$ cat src/rtl/pa_spsram_ctrl_pkg.sv
// pa_spsram_ctrl_pkg: shared state encoding and default geometry for the
// 32x4 single-port SRAM controller.
package pa_spsram_ctrl_pkg;
    localparam int DEF_ADDR_WIDTH = 5;
    localparam int DEF_DATA_WIDTH = 4;
    localparam logic [1:0] ST_INIT = 2'b01;
    localparam logic [1:0] ST_IDLE = 2'b10;
endpackage

$ cat src/rtl/pa_spsram_rsp_buf.sv
// pa_spsram_rsp_buf: read-pending flag plus single-entry response register.
// A stalled response freezes both the pending flag and the captured data.
module pa_spsram_rsp_buf
    import pa_spsram_ctrl_pkg::*;
#(
    parameter int DATA_WIDTH = DEF_DATA_WIDTH
) (
    input  logic                  clk_i,
    input  logic                  rst_i,
    input  logic                  rd_acc_i,
    input  logic                  rsp_rdy_i,
    input  logic [DATA_WIDTH-1:0] sram_q_i,
    output logic                  rd_pend_o,
    output logic                  rsp_vld_o,
    output logic [DATA_WIDTH-1:0] rsp_data_o
);
    logic                  rd_pend_q, rd_pend_d;
    logic                  rsp_vld_q, rsp_vld_d;
    logic [DATA_WIDTH-1:0] rsp_data_q, rsp_data_d;
    logic                  stall;

    assign stall      = rsp_vld_q && !rsp_rdy_i;
    assign rd_pend_d  = stall ? rd_pend_q : rd_acc_i;
    assign rsp_vld_d  = stall || rd_pend_q;
    // The SRAM is not accessed while stalled, so Q is still valid on release.
    assign rsp_data_d = (rd_pend_q && !stall) ? sram_q_i : rsp_data_q;

    always_ff @(posedge clk_i) begin
        if (rst_i) begin
            rd_pend_q  <= 1'b0;
            rsp_vld_q  <= 1'b0;
            rsp_data_q <= '0;
        end else begin
            rd_pend_q  <= rd_pend_d;
            rsp_vld_q  <= rsp_vld_d;
            rsp_data_q <= rsp_data_d;
        end
    end

    assign rd_pend_o  = rd_pend_q;
    assign rsp_vld_o  = rsp_vld_q;
    assign rsp_data_o = rsp_data_q;
endmodule

$ cat src/rtl/pa_spsram_32x4_ctrl.sv
// pa_spsram_32x4_ctrl: valid/ready initiator for the 32x4 single-port SRAM,
// with an init sweep after reset or on request and a backpressured read path.
module pa_spsram_32x4_ctrl
    import pa_spsram_ctrl_pkg::*;
#(
    parameter int                    ADDR_WIDTH = DEF_ADDR_WIDTH,
    parameter int                    DATA_WIDTH = DEF_DATA_WIDTH,
    parameter logic [DATA_WIDTH-1:0] INIT_VAL   = '0
) (
    input  logic                  forever_cpuclk,
    input  logic                  cpurst,
    input  logic                  init_req,
    output logic                  init_busy,
    input  logic                  req_vld,
    output logic                  req_rdy,
    input  logic                  req_wr,
    input  logic [ADDR_WIDTH-1:0] req_addr,
    input  logic [DATA_WIDTH-1:0] req_wdata,
    input  logic [DATA_WIDTH-1:0] req_wmask,
    output logic                  rsp_vld,
    input  logic                  rsp_rdy,
    output logic [DATA_WIDTH-1:0] rsp_data,
    output logic                  sram_cen,
    output logic                  sram_gwen,
    output logic [DATA_WIDTH-1:0] sram_wen,
    output logic [ADDR_WIDTH-1:0] sram_a,
    output logic [DATA_WIDTH-1:0] sram_d,
    input  logic [DATA_WIDTH-1:0] sram_q
);
    logic [1:0]            state_q, state_d;
    logic [ADDR_WIDTH-1:0] init_cnt_q, init_cnt_d, a_q;
    logic [DATA_WIDTH-1:0] d_q;
    logic                  rd_pend, idle, in_init, init_start, acc, wr_acc;

    assign idle       = !cpurst && state_q == ST_IDLE;
    assign in_init    = !cpurst && state_q == ST_INIT;
    assign init_start = idle && init_req && !rd_pend;
    assign req_rdy    = idle && !init_start && !(rsp_vld && !rsp_rdy);
    assign acc        = req_vld && req_rdy;
    assign wr_acc     = acc && req_wr;
    assign init_busy  = cpurst || state_q == ST_INIT;

    // Unused encodings fall back into the sweep.
    assign state_d    = (state_q == ST_INIT) ? ((&init_cnt_q) ? ST_IDLE : ST_INIT) :
                        (state_q == ST_IDLE && !init_start) ? ST_IDLE : ST_INIT;
    assign init_cnt_d = (state_q == ST_INIT) ? init_cnt_q + 1'b1 : '0;

    assign sram_cen  = !(in_init || acc);
    assign sram_gwen = !(in_init || wr_acc);
    assign sram_wen  = in_init ? '0 : wr_acc ? ~req_wmask : '1;
    assign sram_a    = cpurst ? '0 : in_init ? init_cnt_q : acc ? req_addr : a_q;
    assign sram_d    = cpurst ? '0 : in_init ? INIT_VAL : wr_acc ? req_wdata : d_q;

    always_ff @(posedge forever_cpuclk) begin
        if (cpurst) begin
            state_q    <= ST_INIT;
            init_cnt_q <= '0;
            a_q        <= '0;
            d_q        <= '0;
        end else begin
            state_q    <= state_d;
            init_cnt_q <= init_cnt_d;
            a_q        <= sram_a;
            d_q        <= sram_d;
        end
    end

    pa_spsram_rsp_buf #(.DATA_WIDTH(DATA_WIDTH)) u_rsp_buf (
        .clk_i      (forever_cpuclk),
        .rst_i      (cpurst),
        .rd_acc_i   (acc && !req_wr),
        .rsp_rdy_i  (rsp_rdy),
        .sram_q_i   (sram_q),
        .rd_pend_o  (rd_pend),
        .rsp_vld_o  (rsp_vld),
        .rsp_data_o (rsp_data)
    );
endmodule

$ cat config.mk
export PLATFORM = sky130hd
export DESIGN_NAME = pa_spsram_32x4_ctrl
export DESIGN_NICKNAME = d
export VERILOG_FILES = /design/src/rtl/pa_spsram_ctrl_pkg.sv /design/src/rtl/pa_spsram_rsp_buf.sv /design/src/rtl/pa_spsram_32x4_ctrl.sv
export SDC_FILE = /design/constraint.sdc
export NUM_CORES = 1
export LEC_CHECK = 0
export ABC_AREA = 1
export ABC_CLOCK_PERIOD_IN_PS = 2000
export BUFFER_PORTS_ARGS = -buffer_cell sky130_fd_sc_hd__buf_2
export CAP_MARGIN = 20
export CORE_MARGIN = 2
export CORE_UTILIZATION = 49
export CTS_BUF_LIST = sky130_fd_sc_hd__clkbuf_16
export CTS_CLUSTER_SIZE = 10
export DETAILED_ROUTE_END_ITERATION = 12
export PLACE_DENSITY = 0.94
export SLEW_MARGIN = 5
export SYNTH_ARGS = -nofsm -noshare
export SYNTH_HDL_FRONTEND = slang
export SYNTH_SLANG_ARGS = --single-unit
$ cat constraint.sdc
create_clock -name forever_cpuclk -period 2 [get_ports forever_cpuclk]
set_input_delay 0.2 -clock forever_cpuclk [delete_from_list [all_inputs] [get_ports forever_cpuclk]]
set_output_delay 0.2 -clock forever_cpuclk [all_outputs]
set_load 0.02 [all_outputs]
==> results of run 1 <==
-- synthesized netlist by cell type --
| master | instances |
|---|---|
| nand2_1 | 35 |
| nor2_1 | 30 |
| inv_1 | 23 |
| dfxtp_1 | 22 |
| o21ai_0 | 11 |
| nand3_1 | 7 |
| a21oi_1 | 4 |
| nand3b_1 | 4 |
| inv_2 | 3 |
| ha_1 | 2 |
| nand3_4 | 2 |
| a31oi_1 | 1 |
| buf_2 | 1 |
| clkbuf_1 | 1 |
| nand2_2 | 1 |
| nor2_2 | 1 |
| nor2_8 | 1 |
| nor3b_1 | 1 |
-- layout make-up --
class | instances | area (um^2)
clock buffer | 3 | 75.07
inverter | 26 | 97.59
clock inverter | 1 | 3.754
multi-input combinational | 100 | 493.0
fill | 147 | 608.1
tap | 27 | 33.78
timing repair buffer | 45 | 230.2
sequential | 22 | 440.4
-- timing repair --
action,CTS,global route
setup endpoints to repair,0,3
hold buffers,0,0
resized for setup,0,2
-- worst register-to-register path: stages (launching register included) --
cell and delay, ns:
dfxtp_1 0.34, ha_1 0.21, nand2_1 0.08, nor2_1 0.04
ha_1 0.17, nand2_1 0.07, inv_1 0.04, o21ai_0 0.20
inv_1 0.06
-- cell usage in the layout, fill, tap and decap left out, drive strengths merged --
cell type | synthesis | routed
clkbuf | 1 | 3
o21ai | 11 | 11
clkinv | 0 | 1
a21oi | 4 | 4
nand2 | 36 | 36
a31oi | 1 | 1
inv | 26 | 26
buf | 1 | 45
dfxtp | 22 | 22
ha | 2 | 2
nor3b | 1 | 1
nand3b | 4 | 4
nor2 | 32 | 32
nand3 | 9 | 9
-- through the flow --
step | hold WS (ns) | setup WS [ns]
2_1_floorplan | 0.2691 | 0.4275
3_3_place_gp | 0.4368 | 0.4906
3_5_place_dp | 0.4450 | 0.4557
4_1_cts | 0.1826 | 0.1644
5_1_grt | 0.1988 | 0.005571
6_report | 0.1835 | 0.1482
-- per-layer routing --
layer	track usage [%]	wire length (um)	vias to the layer above	share of wire (%)
met2	36.84	1248	39	50
met1	27.87	1029	479	41
met4	16.20	116	0	4.6
li1	-	-	554	-
met5	0	0	-	0
met3	4.545	124	12	4.9
-- where the power goes --
| group | leakage (nW) | switching [mW] | internal, mW |
|---|---|---|---|
| Sequential | 0.178 | 0.00623 | 0.446 |
| Combinational | 0.568 | 0.0524 | 0.0359 |
| Clock | 0.0385 | 0.159 | 0.267 |
| Total | 0.785 | 0.217 | 0.749 |
-- state kept, by name (all words and copies together) (netlist names) --
signal and count:
u_rsp_buf.rsp_data_o 4, a_q 5, state_q 2, d_q 4, init_cnt_q 5, u_rsp_buf.rsp_vld_o 1
u_rsp_buf.rd_pend_o 1
-- cells by family (layout without fill, tap and decap cells) --
kind of cell	count (synthesis)	in the layout	share of synthesized area (%)
AND/OR/NAND/NOR	82	82	37.03
buffers and inverters	28	75	10.25
flip-flops	22	22	42.46
AO/OA/AOI/OAI	16	16	7.841
adder cells (fa/ha/maj)	2	2	2.412
-- path summary, 6_finish.rpt --
path         cells past startpoint            end                 from  slack [ns]
max                              9      sram_d[3]  u_rsp_buf.rd_pend_o        0.15
min                              3         d_q[2]         req_wdata[2]        0.18
max reg2reg                      8     state_q[1]        init_cnt_q[0]        0.69
min reg2reg                      1  init_cnt_q[0]        init_cnt_q[0]        0.47
==> reports/results.txt, run 1 <==
Port bufs = 44
Max incr delay on CP = 0.37 ns
Pins Over Slew Limit = 0
Final GP Congestion = 0.7542
Crit Path Category = flip-flop to output pin
Via density = 4.839
Outcome = completed
Area Growth Syn to Fin = 32.45%
Worst-margin pin slew = 0.3852 ns
DRT iter0 DRCs = 33
Residual DRC = 0
Drt total wl = 2.518 mm
Clock tree buffer depth = 2
Chip Height = 50.01 um
Global-route wire length before repair = 4.409 mm
Syn_nets = 175
I/O Pins = 45
Number of detailed-route iterations in the first pass = 4
CP Data Required Time = 1.80 ns
Row cnt = 16
Remaining global-route overflow = 0
CP max-delay cell = dfxtp_1
Number of CTS-inserted buffers = 3
RSZ-0062 raised after global routing = false
Number of global-route vias before repair = 1067
Initial antenna violation count = 0
Fin cells = 224
Largest net degree at the start of global routing = 13
Netlist Area Pre-Place = 1037 um^2
Chip width = 50.01 um
Setup Fix Bufs, Post-CTS = 0
Tot GR Track Use = 23.24%
Core box area = 1982 um^2
Cell mode on critical path = nand2_1
Cell Chain, Critical Path = inv_2, nand2_1, nand2_1, nor2_8, nand3_4, nand2_1, nand2_1, nor2_1, buf_2
Fraction of layout cells with a size suffix above 1 = 28.93%
Synth warnings = 0
Worst Path Arrival = 1.65 ns
Post-Place Cells = 220
Min-Delay Path Class = primary input to flip-flop
Setup crit start kind = flip-flop
Pwr/cell area = 703.3 nW/um^2
Final nets = 223
CTS clk-pin slew, worst paths = 0.06 ns
Fin Clk Skew = 0.001482 ns
Fmax = 0.5400 GHz
Placed Instance Area = 1290 um^2
Final worst-path cycle share = 92.59%
Final Setup Violations = 0
Crit-path max FO = 9
Pleak = 0.7846 nW
Count of unique library cells instantiated by Yosys = 18
H-Tree Depth = 1
Cells after synthesis = 150
Largest cells by area after synthesis = dfxtp_1, nand2_1, nor2_1
DR WL/cell = 11.24 um
Design Area, Final = 1374 um^2
WP buf/inv = 2
Die footprint = 2501 um^2
Fin Setup TNS = 0 ns
Register area share after synthesis = 42.46%
Yosys top cell by area = dfxtp_1
Vias = 1084
Synth top area share = 42.46%
Yosys reg bits = 22
N_diodes = 0
Initial Util = 52.34%
CTS tree = done
Power, Total = 966.2 uW
Period minus WS final = 1.852 ns
CTS sink cnt = 22
Final Hold Fails = 0
Crit-path leading delay family = simple AND/OR/NAND/NOR gates
Clock Latency Late Sink = 0.25 ns
VDD IR-drop max = 0.6483 mV
Syn_area_per_cell = 6.915 um^2
Max_cap viols = 0
Antenna Nets Post-Route = 0
Detailed placement HPWL = 1.746 mm
Max-slew headroom = 74.29%
CTS Root Buffer Type = clkbuf_16
CP endpoint kind = output pin
End-of-flow core utilization = 69.32%
(Power assumes the default switching activity.)
==> run 2, diff against run 1 <==
CORE_MARGIN = 10   (was 2)
==> run 2 against run 1 <==
Compared with the run above: cell count stayed put; clock power fell by 2%; first-iteration DRC count rose by 24%; count of clock-buffer cells in the layout did not move; via count is 4.4% lower; sequential cell count unchanged; critical path depth is the same; register-to-register slack worse by 0.02 ns; die area is 74% higher; largest power group unchanged.
==> reports/results.txt, run 2 (synthesis gave the netlist of run 1 again) <==
Final worst-path cycle share = 90.44% (was 92.59%)
Outcome = completed (unchanged)
Drt total wl = 2.613 mm (was 2.518 mm)
CTS Root Buffer Type = clkbuf_16 (unchanged)
Commonest non-fill, non-tap cell in the layout = buf_2 (unchanged)
Top flop regs = a_q (5), init_cnt_q (5) (unchanged)
Die footprint = 4357 um^2 (was 2501 um^2)
Gate power share = 9.0% (was 9.1%)
CP endpoint kind = output pin (unchanged)
Busiest grt layer = met2 (unchanged)
Fmax = 0.5529 GHz (was 0.5400 GHz)
Share of power burned in registers = 47.3% (was 46.8%)
H-Tree Depth = 1 (unchanged)
Chip Height = 66.01 um (was 50.01 um)
Pleak = 0.7848 nW (was 0.7846 nW)
DR WL/cell = 11.67 um (was 11.24 um)
Design Area, Final = 1369 um^2 (was 1374 um^2)
Row cnt = 16 (unchanged)
Post-Place Cells = 220 (unchanged)
N_diodes = 0 (unchanged)
Sw Pwr = 206.9 uW (was 217.2 uW)
Worst Path Arrival = 1.61 ns (was 1.65 ns)
Number of CTS-inserted buffers = 3 (unchanged)
Setup crit start kind = flip-flop (unchanged)
Cell mode on critical path = nand2_1 (unchanged)
Initial Util = 52.34% (unchanged)
Pre-CTS setup slack = 0.4641 ns (was 0.4557 ns)
Tot GR Track Use = 12.37% (was 23.24%)
GR Layer Usage met2 = 22.71% (was 36.84%)
Crit Path Category = flip-flop to output pin (unchanged)
Final Hold Fails = 0 (unchanged)
CTS tree = done (unchanged)
WP buf/inv = 2 (unchanged)
Area Growth Syn to Fin = 31.97% (was 32.45%)
CP max-delay cell = dfxtp_1 (unchanged)
Power, Total = 955.1 uW (was 966.2 uW)
Pint = 748.2 uW (was 749.0 uW)
Met1 Use GR = 12.14% (was 27.87%)
VDD IR-drop max = 0.8689 mV (was 0.6483 mV)
Fraction of layout cells with a size suffix above 1 = 28.43% (was 28.93%)
Max-slew headroom = 76.58% (was 74.29%)
Placed Instance Area = 1290 um^2 (unchanged)
DRT iter0 DRCs = 41 (was 33)
Remaining global-route overflow = 0 (unchanged)
Global-route wire length before repair = 4.257 mm (was 4.409 mm)
Worst-margin pin slew = 0.3509 ns (was 0.3852 ns)
Period minus WS final = 1.809 ns (was 1.852 ns)
Number of detailed-route iterations in the first pass = 5 (was 4)
End-of-flow core utilization = 69.07% (was 69.32%)
Residual DRC = 0 (unchanged)
Final Setup Violations = 0 (unchanged)
I/O Pins = 45 (unchanged)
Chip width = 66.01 um (was 50.01 um)
CTS-repair resized insts = 0 (unchanged)
Detailed placement HPWL = 2.098 mm (was 1.746 mm)
Setup Fix Bufs, Post-CTS = 0 (unchanged)
Via density = 4.625 (was 4.839)
Pins Over Slew Limit = 0 (unchanged)
Clock Latency Late Sink = 0.25 ns (about the same)
Largest net degree at the start of global routing = 13 (unchanged)
Fin Setup TNS = 0 ns (unchanged)
Min Hold Slack = 0.1806 ns (was 0.1835 ns)
Clock tree buffer depth = 2 (unchanged)
Number of global-route vias before repair = 991 (was 1067)
Cell Chain, Critical Path = inv_2, nand2_1, nand2_1, nor2_8, nand3_4, nand2_1, nand2_1, nor2_1, buf_2 (unchanged)
Antenna Nets Post-Route = 0 (unchanged)
CTS sink cnt = 22 (unchanged)
Hold-fix buffers at CTS = 0 (unchanged)
Global Route met3 Usage = 5.085% (was 4.545%)
Sw Ratio = 21.66% (was 22.48%)
Port bufs = 44 (unchanged)
Crit-path leading delay family = simple AND/OR/NAND/NOR gates (unchanged)
CTS clk-pin slew, worst paths = 0.06 ns (about the same)
Core box area = 1982 um^2 (unchanged)
Final nets = 223 (unchanged)
Min-Delay Path Class = primary input to flip-flop (unchanged)
Most frequent cells in the layout = buf_2, nand2_1, nor2_1, inv_1, dfxtp_1 (unchanged)
RSZ-0062 raised after global routing = false (unchanged)
R2R Setup Slk = 0.67 ns (was 0.69 ns)
Pwr/cell area = 697.8 nW/um^2 (was 703.3 nW/um^2)
Max_cap viols = 0 (unchanged)
CP Data Required Time = 1.80 ns (about the same)
Initial antenna violation count = 0 (unchanged)
Clock network power share = 43.7% (was 44.0%)
Final setup margin = 0.1913 ns (was 0.1482 ns)
Max incr delay on CP = 0.37 ns (about the same)
Final GP Congestion = 0.7697 (was 0.7542)
Vias = 1036 (was 1084)
Crit-path max FO = 9 (unchanged)
Fin Clk Skew = 0.0009089 ns (was 0.001482 ns)
Fin cells = 224 (unchanged)
-- run 2: final cells by class --
cell class	count	area, um^2
fillers	164	613.1
clock inverters	1	3.754
multi-input cells	100	490.5
well taps	27	33.78
flip-flops and latches	22	440.4
repair buffers	45	227.7
inverters	26	97.59
clock buffers	3	75.07
-- run 2: layer usage --
| layer | vias up | part of all wire [%] |
|---|---|---|
| li1 | 555 | - |
| met1 | 459 | 38 |
| met2 | 18 | 55 |
| met3 | 4 | 5.4 |
| met4 | 0 | 1.7 |
| met5 | - | 0 |
-- run 2: worst reg2reg max path: stages, from the launching register on --
cell     delay, ns
dfxtp_1       0.34
ha_1          0.22
nand2_1       0.08
nor2_1        0.04
ha_1          0.17
nand2_1       0.06
inv_1         0.04
o21ai_0       0.22
inv_1         0.06
-- run 2: worst paths after layout --
check                                endpoint  cells after the start                start
worst min-delay path                   d_q[2]                      3         req_wdata[2]
worst min register to register  init_cnt_q[0]                      1        init_cnt_q[0]
worst max register to register     state_q[1]                      8        init_cnt_q[0]
worst max-delay path                sram_d[0]                      9  u_rsp_buf.rd_pend_o
-- run 2: power by group through the flow --
stage	clock, mW	sequential, mW	combinational (mW)
floorplan	0	0.460	0.0471
global placement	0	0.461	0.0850
detailed placement	0	0.462	0.0860
CTS	0.422	0.452	0.0865
global route	0.442	0.453	0.0964
finish	0.417	0.452	0.0857
